### src/rtl/uart_pkg.sv
// Shared UART definitions: line-state FSM encoding, FIFO sizing and the
// 8N1 frame constants used by both the receive and transmit halves.
package uart_pkg;

  typedef enum logic [1:0] {
    RX_IDLE      = 2'd0,
    RX_START_BIT = 2'd1,
    RX_DATA_BITS = 2'd2,
    RX_STOP_BIT  = 2'd3
  } uart_state_t;

  localparam int FIFO_BITS  = 4;
  localparam int FIFO_DEPTH = 1 << FIFO_BITS;

  // 8N1 framing: one low start bit, eight data bits LSB first, one high stop bit.
  localparam int         FRAME_DATA_BITS = 8;
  localparam logic       START_LEVEL     = 1'b0;
  localparam logic       STOP_LEVEL      = 1'b1;
  localparam logic       LINE_IDLE       = 1'b1;
  localparam logic [2:0] LAST_DATA_BIT   = 3'(FRAME_DATA_BITS - 1);

endpackage

### src/rtl/sync_2ff.sv
// Two-flop synchronizer for an asynchronous single-bit input. Both flops
// reset to RESET_VAL so the output does not glitch when reset releases.
module sync_2ff #(
  parameter logic RESET_VAL = 1'b1
) (
  input  logic clk,
  input  logic rst,
  input  logic d,
  output logic q
);

  logic meta;

  // Shift the asynchronous input through two flops.
  always_ff @(posedge clk) begin
    // NOTE: registers use non-blocking assignments so both flops sample
    // their inputs simultaneously; blocking here would collapse the chain.
    if (rst) begin
      meta <= RESET_VAL;
      q    <= RESET_VAL;
    end else begin
      meta <= d;
      q    <= meta;
    end
  end

endmodule

### src/rtl/uart_rx.sv
// 8N1 UART receiver with a 16-entry (15 usable) RX FIFO drained through a
// single-beat stb/cyc/ack read port. Define UART_RX_ERR_EN to add the
// err_o port carrying sticky {overflow, framing} flags.
module uart_rx
  import uart_pkg::*;
#(
  parameter int CLKS_PER_BIT = 62
) (
  input  logic       clk_i,
  input  logic       rst_i,
  input  logic       stb_i,
  input  logic       cyc_i,
  output logic [7:0] data_o,
  output logic       ack_o,
  output logic       rx_ready_o,
`ifdef UART_RX_ERR_EN
  output logic [1:0] err_o,
`endif
  input  logic       uart_rxd_i
);

  localparam logic [15:0] BIT_END = 16'(CLKS_PER_BIT);
  localparam logic [15:0] BIT_MID = 16'(CLKS_PER_BIT / 2);

  logic                       rxd_s;
  uart_state_t                state, state_next;
  logic [15:0]                clock_count, count_next;
  logic [2:0]                 bit_index, bit_next;
  logic [FRAME_DATA_BITS-1:0] rx_byte, byte_next;
  logic                       stop_done;

  logic [7:0]                 mem [FIFO_DEPTH];
  logic [FIFO_BITS-1:0]       wr_ptr, rd_ptr, wr_ptr_inc;
  logic                       full, empty, push, pop, sync_ack;

  sync_2ff #(.RESET_VAL(LINE_IDLE)) u_sync (
    .clk (clk_i),
    .rst (rst_i),
    .d   (uart_rxd_i),
    .q   (rxd_s)
  );

  // Next-state and bit-timing logic for the receive FSM.
  always_comb begin
    // NOTE: every output of this block gets a default first so no path
    // leaves a variable unassigned, which would infer a latch.
    state_next = state;
    count_next = clock_count + 16'd1;
    bit_next   = bit_index;
    byte_next  = rx_byte;
    stop_done  = 1'b0;
    case (state)
      RX_IDLE: begin
        if (rxd_s == START_LEVEL) begin
          count_next = 16'd1;
          state_next = RX_START_BIT;
        end
      end
      RX_START_BIT: begin
        if (clock_count == BIT_MID) begin
          if (rxd_s != START_LEVEL) begin
            state_next = RX_IDLE;  // line went back high: a glitch, not a start
          end else begin
            count_next = 16'd1;
            bit_next   = 3'd0;
            state_next = RX_DATA_BITS;
          end
        end
      end
      RX_DATA_BITS: begin
        if (clock_count == BIT_END) begin
          byte_next[bit_index] = rxd_s;
          count_next           = 16'd1;
          if (bit_index == LAST_DATA_BIT) state_next = RX_STOP_BIT;
          else                            bit_next   = bit_index + 3'd1;
        end
      end
      RX_STOP_BIT: begin
        // Leave at mid-stop so a back-to-back start edge is not missed.
        if (clock_count == BIT_END) begin
          stop_done  = 1'b1;
          state_next = RX_IDLE;
        end
      end
      default: state_next = RX_IDLE;
    endcase
  end

  // Receive FSM state and datapath registers.
  always_ff @(posedge clk_i) begin
    if (rst_i) begin
      state       <= RX_IDLE;
      clock_count <= '0;
      bit_index   <= '0;
      rx_byte     <= '0;
    end else begin
      state       <= state_next;
      clock_count <= count_next;
      bit_index   <= bit_next;
      rx_byte     <= byte_next;
    end
  end

  assign wr_ptr_inc = wr_ptr + 1'b1;
  assign full       = (rd_ptr == wr_ptr_inc);
  assign empty      = (rd_ptr == wr_ptr);
  assign push       = stop_done && (rxd_s == STOP_LEVEL) && !full;
  assign pop        = stb_i && cyc_i && !sync_ack && !empty;
  assign ack_o      = sync_ack & stb_i;
  assign rx_ready_o = !empty;

  // FIFO storage write port.
  always_ff @(posedge clk_i) begin
    // NOTE: the storage array has no reset; the pointers alone decide which
    // entries are valid, so clearing it would only cost flops.
    if (push) mem[wr_ptr] <= rx_byte;
  end

  // FIFO pointers and the single-beat read handshake.
  always_ff @(posedge clk_i) begin
    if (rst_i) begin
      wr_ptr   <= '0;
      rd_ptr   <= '0;
      data_o   <= '0;
      sync_ack <= 1'b0;
    end else begin
      if (push) wr_ptr <= wr_ptr_inc;
      if (pop) begin
        data_o   <= mem[rd_ptr];
        rd_ptr   <= rd_ptr + 1'b1;
        sync_ack <= 1'b1;
      end else if (sync_ack) begin
        sync_ack <= stb_i;  // hold off further pops until the strobe drops
      end
    end
  end

`ifdef UART_RX_ERR_EN
  // Sticky error flags; a new error in the clearing cycle wins over the clear.
  always_ff @(posedge clk_i) begin
    if (rst_i) begin
      err_o <= 2'b00;
    end else begin
      if (pop) err_o <= 2'b00;
      if (stop_done && (rxd_s == STOP_LEVEL) && full) err_o[1] <= 1'b1;
      if (stop_done && (rxd_s != STOP_LEVEL))         err_o[0] <= 1'b1;
    end
  end
`endif

endmodule

### config.mk
export PLATFORM = sky130hd
export DESIGN_NAME = uart_rx
export DESIGN_NICKNAME = d
export VERILOG_FILES = /design/src/rtl/uart_pkg.sv /design/src/rtl/sync_2ff.sv /design/src/rtl/uart_rx.sv
export SDC_FILE = /design/constraint.sdc
export NUM_CORES = 1
export LEC_CHECK = 0
export ABC_AREA = 1
export CAP_MARGIN = 10
export CORE_MARGIN = 2
export CORE_UTILIZATION = 50
export DETAILED_ROUTE_END_ITERATION = 12
export PLACE_DENSITY = 0.66
export SLEW_MARGIN = 0
export SYNTH_ARGS = -nofsm -noshare
export SYNTH_HDL_FRONTEND = slang
export SYNTH_SLANG_ARGS = --single-unit
export TNS_END_PERCENT = 10
### constraint.sdc
create_clock -name clk_i -period 6.4 [get_ports clk_i]
set_clock_uncertainty 0.2 [all_clocks]
set_input_delay 1.28 -clock clk_i [delete_from_list [all_inputs] [get_ports clk_i]]
set_output_delay 1.28 -clock clk_i [all_outputs]
set_load 0.01 [all_outputs]
==> flow_summary.toml <==
[run_status]
outcome = "finished, final reports clean"

[drt]
vias_per_cell = 5.43
firstDrtPassIters = 5
routed_wl_mm = 16.6
drt_iter0_markers = 388
drtAntennaViolNets = 0
drc = 0
vias = 5394
wl_per_cell_um = 16.7

[power]
p_leak_nw = 3.11
p_comb_share_pct = 1.6
p_per_area_nw_per_um2 = 276
p_sw_mw = 0.471
p_int_mw = 1.88
pwr-share-clk_pct = 46.8
switching_share_pct = 20.0
seq_power_share_pct = 51.6
ir_drop_mv = 0.181
total_power_mw = 2.35

[worst_setup_path]
path_max_fanout = 2
r2r-start = "rd_ptr[2]"
rr_endpoint = "mem[4][4]"
crit_required_ns = 4.92
r2r_cells = 9
startpoint_type = "input port"
worstSetupEndpointType = "primary output"
crit_type = "in -> out"
worst_ep_arrival_time_ns = 2.40
r2r_slack_ns = 3.03

[sta]
max-slew-margin-rel_pct = 26.2
hold_violations = 0
fin_tns_setup_ns = 0
finalCritPeriodShare_pct = 60.7
tightest_slew_ns = 1.11
fmax_mhz = 257
drv_slew = 0
whs_ns = 0.236
period_needed_ns = 3.88
setup-violations-final = 0
rsz0062_at_grt = "false"

[clocking]
path_clk_slew_ns = 0.06
ctsHtreeMaxLevel = 4
worstSkewPairLatency_ns = 0.44
clock-root-buffer = "clkbuf_16"
cts_tree = "yes"
clock-sinks = 176
postCtsSetupRepairBufs = 0
clock_path_buffers = 2
numCtsBuffers = 17
ctsResizeCount = 0
cts_hold_buffers = 0

[logic_synthesis]
ys_warn_count = 0
synth_edf_count = 128
synth.most_common_cell = "nor2_1"
yosysSeqAreaShare_pct = 62.5
async_flop_share_pct = 0
synthFlopType = "edfxtp_1"
yosysTopAreaCell = "edfxtp_1"
synth_area_leaders = "edfxtp_1 50%, dfxtp_1 12%, nor2_1 9.4%"
synth_common_cells = "192 x nor2_1, 128 x edfxtp_1, 94 x nand2_1"
syn_nets = 807
syn_area_um2 = 7690
synth-seq-cells = 176
synth_top_area_share_pct = 50.0
synthCells = 793
ys_types = 35
syn_area_per_cell_um2 = 9.70

[placed_design]
port_buffers = 14
dp_hpwl_mm = 10.6
routabilityCongestion = 0.873
place_area_um2 = 7890

[layout]
final_area_um2 = 8520
fin_nets = 806
final_util_pct = 56.5
drive_gt1_share_pct = 7.20
syn2layout_area_growth_pct = 10.8
num_antenna_cells = 0

[min_path]
min_path_cells = 1
worstHoldPathType = "reg -> reg"
min_from = "u_sync.meta"
whs_endpoint = "u_sync.q"

[global_route]
grt_overflow_total = 0
grt_pass1_wl_mm = 27.1
grt_pass1_vias = 5246
grtUsageTotal_pct = 21.7
antenna_found_initial = 0
grt_max_degree = 69

[flow_run]
cap_violations = 0

[floorplanning]
start_util_pct = 51.0
ios = 15
die_h_um = 128
fp-row-count = 45
die_area_um2 = 16400
die_x_um = 128
fp.coreArea_um2 = 15100
-- cell usage in the layout (no fill, tap or decap), types with 3 or more instances in the layout --
cell and instances:
nor2_1 192, edfxtp_1 128, nand2_1 94, nand3_1 81
o21ai_0 73, inv_1 50, dfxtp_1 47, a21oi_1 26
clkbuf_16 17, clkdlybuf4s50_1 14, ha_1 9, nand4_1 8
nand2_2 7, xor2_1 7, xnor2_1 6, nor2_2 5
inv_2 4, inv_6 4, bufinv_16 4, nor3_1 3
-- worst max-delay path by stage --
| stage | from | to | slack, ns | depth (start not counted) |
|---|---|---|---|---|
| final | stb_i | ack_o | 2.52 | 4 |
| after global routing | rd_ptr[0] | rx_ready_o | 2.31 | 6 |
| after CTS | rd_ptr[0] | rx_ready_o | 2.46 | 6 |
| after detailed placement | stb_i | ack_o | 2.52 | 4 |
| after global placement | stb_i | ack_o | 2.51 | 4 |
| after floorplan | stb_i | ack_o | 3.51 | 2 |
-- cell type report --
class	count	area (um2)
timing repair buffer	16	155
fill	1267	6570
inverter	56	211
multi-input combinational	525	2480
clock buffer	18	429
tap	188	235
sequential	176	4810
clock inverter	14	204
-- cells by family (layout without fill, tap and decap cells) --
| logic type | Yosys count | in the layout | share of synthesized area (%) |
|---|---|---|---|
| compound gates | 106 | 106 | 7.16 |
| xor+xnor | 13 | 13 | 1.48 |
| fa+ha+maj | 9 | 9 | 1.46 |
| buf+inv | 92 | 104 | 5.29 |
| flops | 176 | 176 | 62.5 |
| simple gates | 397 | 397 | 22.1 |
-- through the flow --
stage | worst slack, ns | cells
final | 2.52 | 993
after global routing | 2.31 | 993
after CTS | 2.46 | 993
after detailed placement | 2.52 | 961
after global placement | 2.51 | 961
after floorplan | 3.51 | 793
-- flip-flops by register name, indices dropped and copies added (netlist names), 3 cells and up, named ones only --
name / count
mem: 128
clock_count: 16
data_o: 8
rx_byte: 8
rd_ptr: 4
wr_ptr: 4
bit_index: 3
-- per-layer routing --
layer / wire (um) / track usage [%] / vias to the layer above
li1: - / - / 2661
met1: 7220 / 27.5 / 2548
met2: 8060 / 35.7 / 155
met3: 807 / 4.76 / 30
met4: 480 / 10.1 / 0
met5: 0 / 0 / -
-- worst max-delay path: stages --
cell	delay (ns)
clkdlybuf4s50_1	0.47
nand2_1	0.07
inv_1	0.06
clkdlybuf4s50_1	0.52
-- power by group through the flow --
stage	clock network (mW)	logic, mW	registers (mW)
floorplan	0	0.0297	1.24
global placement	0	0.0359	1.24
detailed placement	0	0.0376	1.24
CTS	1.12	0.0381	1.22
global route	1.16	0.0437	1.22
finish	1.10	0.0380	1.22
Note: power is estimated with default switching activity, not from simulation.
